<file path="config.mk">
export PLATFORM = sky130hd
export DESIGN_NAME = clk_period_meter
export DESIGN_NICKNAME = d
export VERILOG_FILES = /design/src/rtl/clk_period_meter.sv
export SDC_FILE = /design/constraint.sdc
export NUM_CORES = 1
export LEC_CHECK = 0
export CELL_PAD_IN_SITES_DETAIL_PLACEMENT = 0
export CELL_PAD_IN_SITES_GLOBAL_PLACEMENT = 1
export CORE_MARGIN = 2
export CORE_UTILIZATION = 36
export CTS_CLUSTER_DIAMETER = 40
export DETAILED_ROUTE_END_ITERATION = 8
export PLACE_DENSITY = 0.78
export SYNTH_ARGS = -nofsm -noshare
export SYNTH_HDL_FRONTEND = slang
export SYNTH_SLANG_ARGS = --single-unit
</file>
<file path="constraint.sdc">
create_clock -name clk -period 5.6 [get_ports clk]
set_clock_uncertainty 0.15 [all_clocks]
set_input_delay 1.12 -clock clk [delete_from_list [all_inputs] [get_ports clk]]
set_output_delay 1.12 -clock clk [all_outputs]
set_load 0.03 [all_outputs]
</file>
<file path="src/rtl/clk_period_meter.sv">
// Measures period and high time of a slow asynchronous input in clk cycles.
// Results update with a one-cycle valid strobe; timeout flags a stalled input.
module clk_period_meter #(
    parameter int CNT_W = 26
) (
    input  logic             clk,
    input  logic             rst,
    input  logic             sig_in,
    output logic [CNT_W-1:0] period,
    output logic [CNT_W-1:0] high_time,
    output logic             valid,
    output logic             locked,
    output logic             timeout
);

    typedef enum logic {
        IDLE,
        MEASURE
    } state_t;

    localparam logic [CNT_W-1:0] CNT_MAX = '1;
    localparam logic [CNT_W-1:0] CNT_ONE = CNT_W'(1);

    state_t           state, state_nxt;
    logic             s1, s2, s3;
    logic             rise;
    logic             sat;
    logic [CNT_W-1:0] per_cnt, hi_cnt;
    logic [CNT_W-1:0] per_cnt_nxt, hi_cnt_nxt;
    logic [CNT_W-1:0] period_nxt, high_time_nxt;
    logic             valid_nxt, locked_nxt, timeout_nxt;

    always_ff @(posedge clk) begin
        if (rst) begin
            s1 <= 1'b0;
            s2 <= 1'b0;
            s3 <= 1'b0;
        end else begin
            s1 <= sig_in;
            s2 <= s1;
            s3 <= s2;
        end
    end

    assign rise = s2 & ~s3;
    assign sat  = (per_cnt == CNT_MAX);

    always_ff @(posedge clk) begin
        if (rst) state <= IDLE;
        else     state <= state_nxt;
    end

    // A rise coinciding with saturation is a valid measurement, not a timeout.
    always_comb begin
        state_nxt = state;
        case (state)
            IDLE:    if (rise) state_nxt = MEASURE;
            MEASURE: if (!rise && sat) state_nxt = IDLE;
            default: state_nxt = IDLE;
        endcase
    end

    always_comb begin
        per_cnt_nxt   = per_cnt;
        hi_cnt_nxt    = hi_cnt;
        period_nxt    = period;
        high_time_nxt = high_time;
        valid_nxt     = 1'b0;
        locked_nxt    = locked;
        timeout_nxt   = timeout;
        case (state)
            IDLE: begin
                per_cnt_nxt = '0;
                hi_cnt_nxt  = '0;
                if (rise) begin
                    per_cnt_nxt = CNT_ONE;
                    hi_cnt_nxt  = CNT_ONE;
                    timeout_nxt = 1'b0;
                end
            end
            MEASURE: begin
                if (rise) begin
                    period_nxt    = per_cnt;
                    high_time_nxt = hi_cnt;
                    valid_nxt     = 1'b1;
                    locked_nxt    = 1'b1;
                    per_cnt_nxt   = CNT_ONE;
                    hi_cnt_nxt    = CNT_ONE;
                end else if (sat) begin
                    per_cnt_nxt   = '0;
                    hi_cnt_nxt    = '0;
                    period_nxt    = '0;
                    high_time_nxt = '0;
                    timeout_nxt   = 1'b1;
                    locked_nxt    = 1'b0;
                end else begin
                    per_cnt_nxt = per_cnt + CNT_ONE;
                    if (s2 && hi_cnt != CNT_MAX) hi_cnt_nxt = hi_cnt + CNT_ONE;
                end
            end
            default: begin
                per_cnt_nxt = '0;
                hi_cnt_nxt  = '0;
            end
        endcase
    end

    always_ff @(posedge clk) begin
        if (rst) begin
            per_cnt   <= '0;
            hi_cnt    <= '0;
            period    <= '0;
            high_time <= '0;
            valid     <= 1'b0;
            locked    <= 1'b0;
            timeout   <= 1'b0;
        end else begin
            per_cnt   <= per_cnt_nxt;
            hi_cnt    <= hi_cnt_nxt;
            period    <= period_nxt;
            high_time <= high_time_nxt;
            valid     <= valid_nxt;
            locked    <= locked_nxt;
            timeout   <= timeout_nxt;
        end
    end

endmodule

</file>
======== After elaboration in Yosys (flattened, before gate mapping) ========
Index checks and enable logic that the tools add are counted.
storage, ports and cells
  register bits after elaboration ......... 111
  latch bits .............................. 0
  bits in writable memories ............... 0
  ROM bits ................................ 0
  output and inout bits ................... 55
  word-level logic and storage cells ...... 49
  memories kept ........................... 0
operators by class
  add/sub/neg operators ................... 2
  multiply operators ...................... 0
  divide/modulo/power cells ............... 0
  order comparisons ....................... 0
  eq/ne operators ......................... 6
  shift-type cells ........................ 0
  mux-type cells .......................... 20
  bitwise gates (word level) .............. 3
  reductions and logical operators ........ 7
operator list
  kind                   number
  $mux 26                8
  $pmux 26 s2            2
  $add 26x1->26 const B  2
  $eq 26x26->1 const B   1
  $ne 26x26->1 const B   1
  $mux 1                 8
  $ne 2x2->1 const B     2
  $ne 4x1->1 const B     1
  $pmux 1 s2             2
  $reduce_and 3->1       1
  $logic_and 1x1->1      2
  $ne 2x1->1 const B     1
  $not 1->1              2
  $reduce_and 2->1       1
  $reduce_bool 2->1      1
  $reduce_or 2->1        1
  $and 1x1->1            1
  $logic_not 1->1        1

======== Logic depth before layout (Yosys ltp) ========
  depth in word-level cells ............... 6
  mapped depth ............................ 8

======== Worst setup path before layout ========
Ideal clock, no wire load.
  path type ............................... in2reg
  from .................................... input port rst
  to ...................................... register high_time[0]
  library setup time ...................... 0.059 ns
  arrival time ............................ 2.281 ns
  required time ........................... 5.391 ns
  slack ................................... 3.110 ns
  cell stages on the path ................. 4
  path buffers ............................ 2
  cell sequence ........................... clkbuf_1 nor3_1 clkbuf_1 a22o_1
RTL lines
  element               line  RTL
  from (decl)           7     input logic rst,
  to (signal assigned)  121   high_time <= high_time_nxt;
  to (decl)             10    output logic [CNT_W-1:0] high_time,

======== Worst setup path after layout ========
  from .................................... register per_cnt[10]
  to ...................................... register high_time[5]
between the ends
  cells in the longest elaborated chain, start to end .. 3
ends and longest elaborated chain
  element                             line  RTL
  from (decl)                         28    logic [CNT_W-1:0] per_cnt, hi_cnt;
  from (signal assigned)              118   per_cnt <= per_cnt_nxt;
  $eq 26x26->1                        46    assign sat = (per_cnt == CNT_MAX);
  $reduce_bool 2->1 (no source line)  -
  $reduce_and 2->1 (no source line)   -
No other way between the ends.
A chain may end at the register's enable or synchronous reset.

==> impl_metrics.csv <==
group,metric,value,unit
clock_network,hold_buffers,0,
power,power_density,280.8,mW/mm^2
timing,finalHoldViolations,0,
synthesis,synth_flop_cell,"dfxtp_1",
setup_path,crit_start,"per_cnt[10]",
timing,rsz0062_at_grt,"no",
placed_design,portBuffers,57,
synthesis,synth_nets,435,
power,ir_drop,142.2,uV
final_layout,fill_cells,1148,
route,ant_nets,0,
flow_run,maxCapViolations,0,
setup_path,critPathCapture,"high_time[5]",
global_route,grt_antenna_before_repair,0,
clock_network,tritoncts,"done",
route,routedWlPerCell,15.61,um
route,drcViolationCount,0,
final_layout,final_cell_mix,"dfxtp_1 (111), clkdlybuf4s50_1 (57), a22o_1 (52)",
route,num_vias,3452,
timing,holdWs,0.2907,ns
floorplan,die_y,114.5,um
global_route,grt_pass1_vias,3347,
synthesis,synth_edf_count,0,
setup_path,critPathMaxFanout,52,
final_layout,n_antenna_cell,0,
synthesis,ys_async_sr_fraction,0,%
setup_path,crit_path_end_kind,"flop",
synthesis,ys_seq_elements,111,
timing,post-route-period-util,57.48,%
clock_network,cts_max_level,3,
final_layout,final_cells,626,
synthesis,syn_area_per_cell,10.22,sq um
route,wl_met3,334,um
floorplan,ios,58,
global_route,grt_use_total,15.20,%
timing,finalMaxSlewViolations,0,
worst_hold_path,min_path_type,"flop to flop",
setup_path,r2r-end,"high_time[5]",
setup_path,critPathRequiredTime,5.73,ns
setup_path,r2r_start,"per_cnt[10]",
floorplan,die_w,114.5,um
synthesis,ys_seq_area_share,50.57,%
route,via_per_inst,5.514,
timing,relSlewSlack,21.80,%
floorplan,fp.dieArea,0.01311,sq mm
floorplan,coreArea,0.01196,sq mm
power,p_leak,0.001720,uW
clock_network,post_cts_buffers,0,
setup_path,worstRegToRegCells,5,
placed_design,dp_cells,610,
global_route,grt_max_degree,53,
clock_network,clk_pin_slew,0.07,ns
timing,layout_min_cycle_time,3.219,ns
global_route,grt-ovfl-total,0,
clock_network,ctsResizeCount,0,
clock_network,clock_path_buffers,2,
floorplan,rows,40,
timing,worst_pin_slew,1.173,ns
clock_network,cts.sinks,111,
final_layout,post-route-util,44.34,%
route,drtIter0Drc,143,
global_route,grt_pass1_wl,16230,um
setup_path,rrSetupSlack,2.38,ns
clock_network,numCtsBuffers,9,
run_status,outcome,"complete, no violations",
timing,setup_viol,0,
final_layout,final_common_cell,"dfxtp_1",
setup_path,worst-setup-path-type,"flop to flop",
synthesis,syn_area,0.004394,sq mm
route,wl_met2,4654,um
placed_design,gp_congestion,0.8144,
clock_network,clkLatencyLatePin,0.34,ns
synthesis,synth.distinct_cells,53,
timing,tns,0,ns
clock_network,cts_root_buf,"clkbuf_16",
final_layout,area.growth.synth_to_final,20.70,%
synthesis,yosys_warnings,0,
floorplan,initial_core_util,36.74,%
setup_path,start_kind,"flop",
final_layout,drive_gt1_share,7.307,%
route,highest_layer,"met4",
power,finalPower,1489,uW
setup_path,cp.arrival,3.35,ns
final_layout,nets,479,
timing,clock.fmax,0.3107,GHz
route,wl_met1,4670,um
placed_design,post-dp-hpwl,6424,um
synthesis,syn_inst,430,
route,wirelength,9769,um
route,dr.pass1.iters,4,
-- kinds of logic after synthesis --
group | count (synthesis) | synth area share, %
AND/OR/NAND/NOR | 148 | 18.79
flip-flops | 111 | 50.57
AO/OA/AOI/OAI | 109 | 19.82
buffers and inverters | 33 | 4.869
XOR/XNOR | 27 | 5.382
adder cells (fa/ha/maj) | 2 | 0.5694
-- cell usage after synthesis (3+ instances only) --
cell type,count,share of area [%]
a22o_1,52,10
and3_1,8,1.1
nand4_1,17,2.4
xor2_1,21,4.2
nand3_1,18,2.1
o2111ai_1,10,2.0
dfxtp_1,111,51
or4_1,6,1.0
nand2_1,28,2.4
or3_1,6,0.85
buf_6,8,2.1
o21ai_0,6,0.68
nor2b_1,5,0.71
a21oi_1,13,1.5
nor3_1,5,0.57
nor2_1,33,2.8
xnor2_1,6,1.2
clkbuf_1,13,1.1
inv_1,6,0.51
o31ai_1,14,2.4
and4_1,3,0.60
-- flip-flops by register name, indices dropped and copies added (netlist names) --
signal / count
hi_cnt: 26
high_time: 26
locked: 1
per_cnt: 26
period: 26
s1: 1
s2: 1
s3: 1
state: 1
timeout: 1
valid: 1
-- how the worst min path moves through the flow --
stage,from,endpoint,depth (start not counted)
2_1_floorplan,s1,s2,1
3_3_place_gp,s1,s2,1
3_5_place_dp,s1,s2,1
4_1_cts,s1,s2,1
5_1_grt,s1,s2,1
6_report,s1,s2,1
-- worst max-delay path, cell delays in order, from the launching register on --
cell,delay [ns]
dfxtp_1,0.37
and4_1,0.25
and3_1,0.36
a31oi_2,0.74
o21ba_2,1.00
a22o_1,0.25
-- cell type report --
class / count / area (sq um) / area share [%]
Clock buffer: 12 / 266.5 / 5.025
Inverter: 6 / 22.52 / 0.4246
Clock inverter: 4 / 52.55 / 0.9908
Timing Repair Buffer: 60 / 593.1 / 11.18
Sequential cell: 111 / 2222 / 41.90
Tap cell: 147 / 183.9 / 3.468
Multi-Input combinational cell: 286 / 1963 / 37.01
-- metal layers --
layer	GRT usage [%]	up-vias
met2	25.21	72
met1	19.63	1682
met5	0	-
met3	3.388	11
li1	-	1687
met4	4.878	0
-- power breakdown --
part	internal (uW)	total (uW)	switching (uW)
Sequential	791	794	3.19
Clock	385	670	286
Combinational	6.37	25.0	18.6
Total	1180	1490	307
-- stage by stage --
stage,setup WS [ns],cell area (sq um)
after floorplan,3.110,4394
after global placement,2.316,4985
after detailed placement,2.242,4985
after CTS,2.383,5304
after global routing,2.148,5304
final,2.381,5304
(Power assumes the default switching activity.)
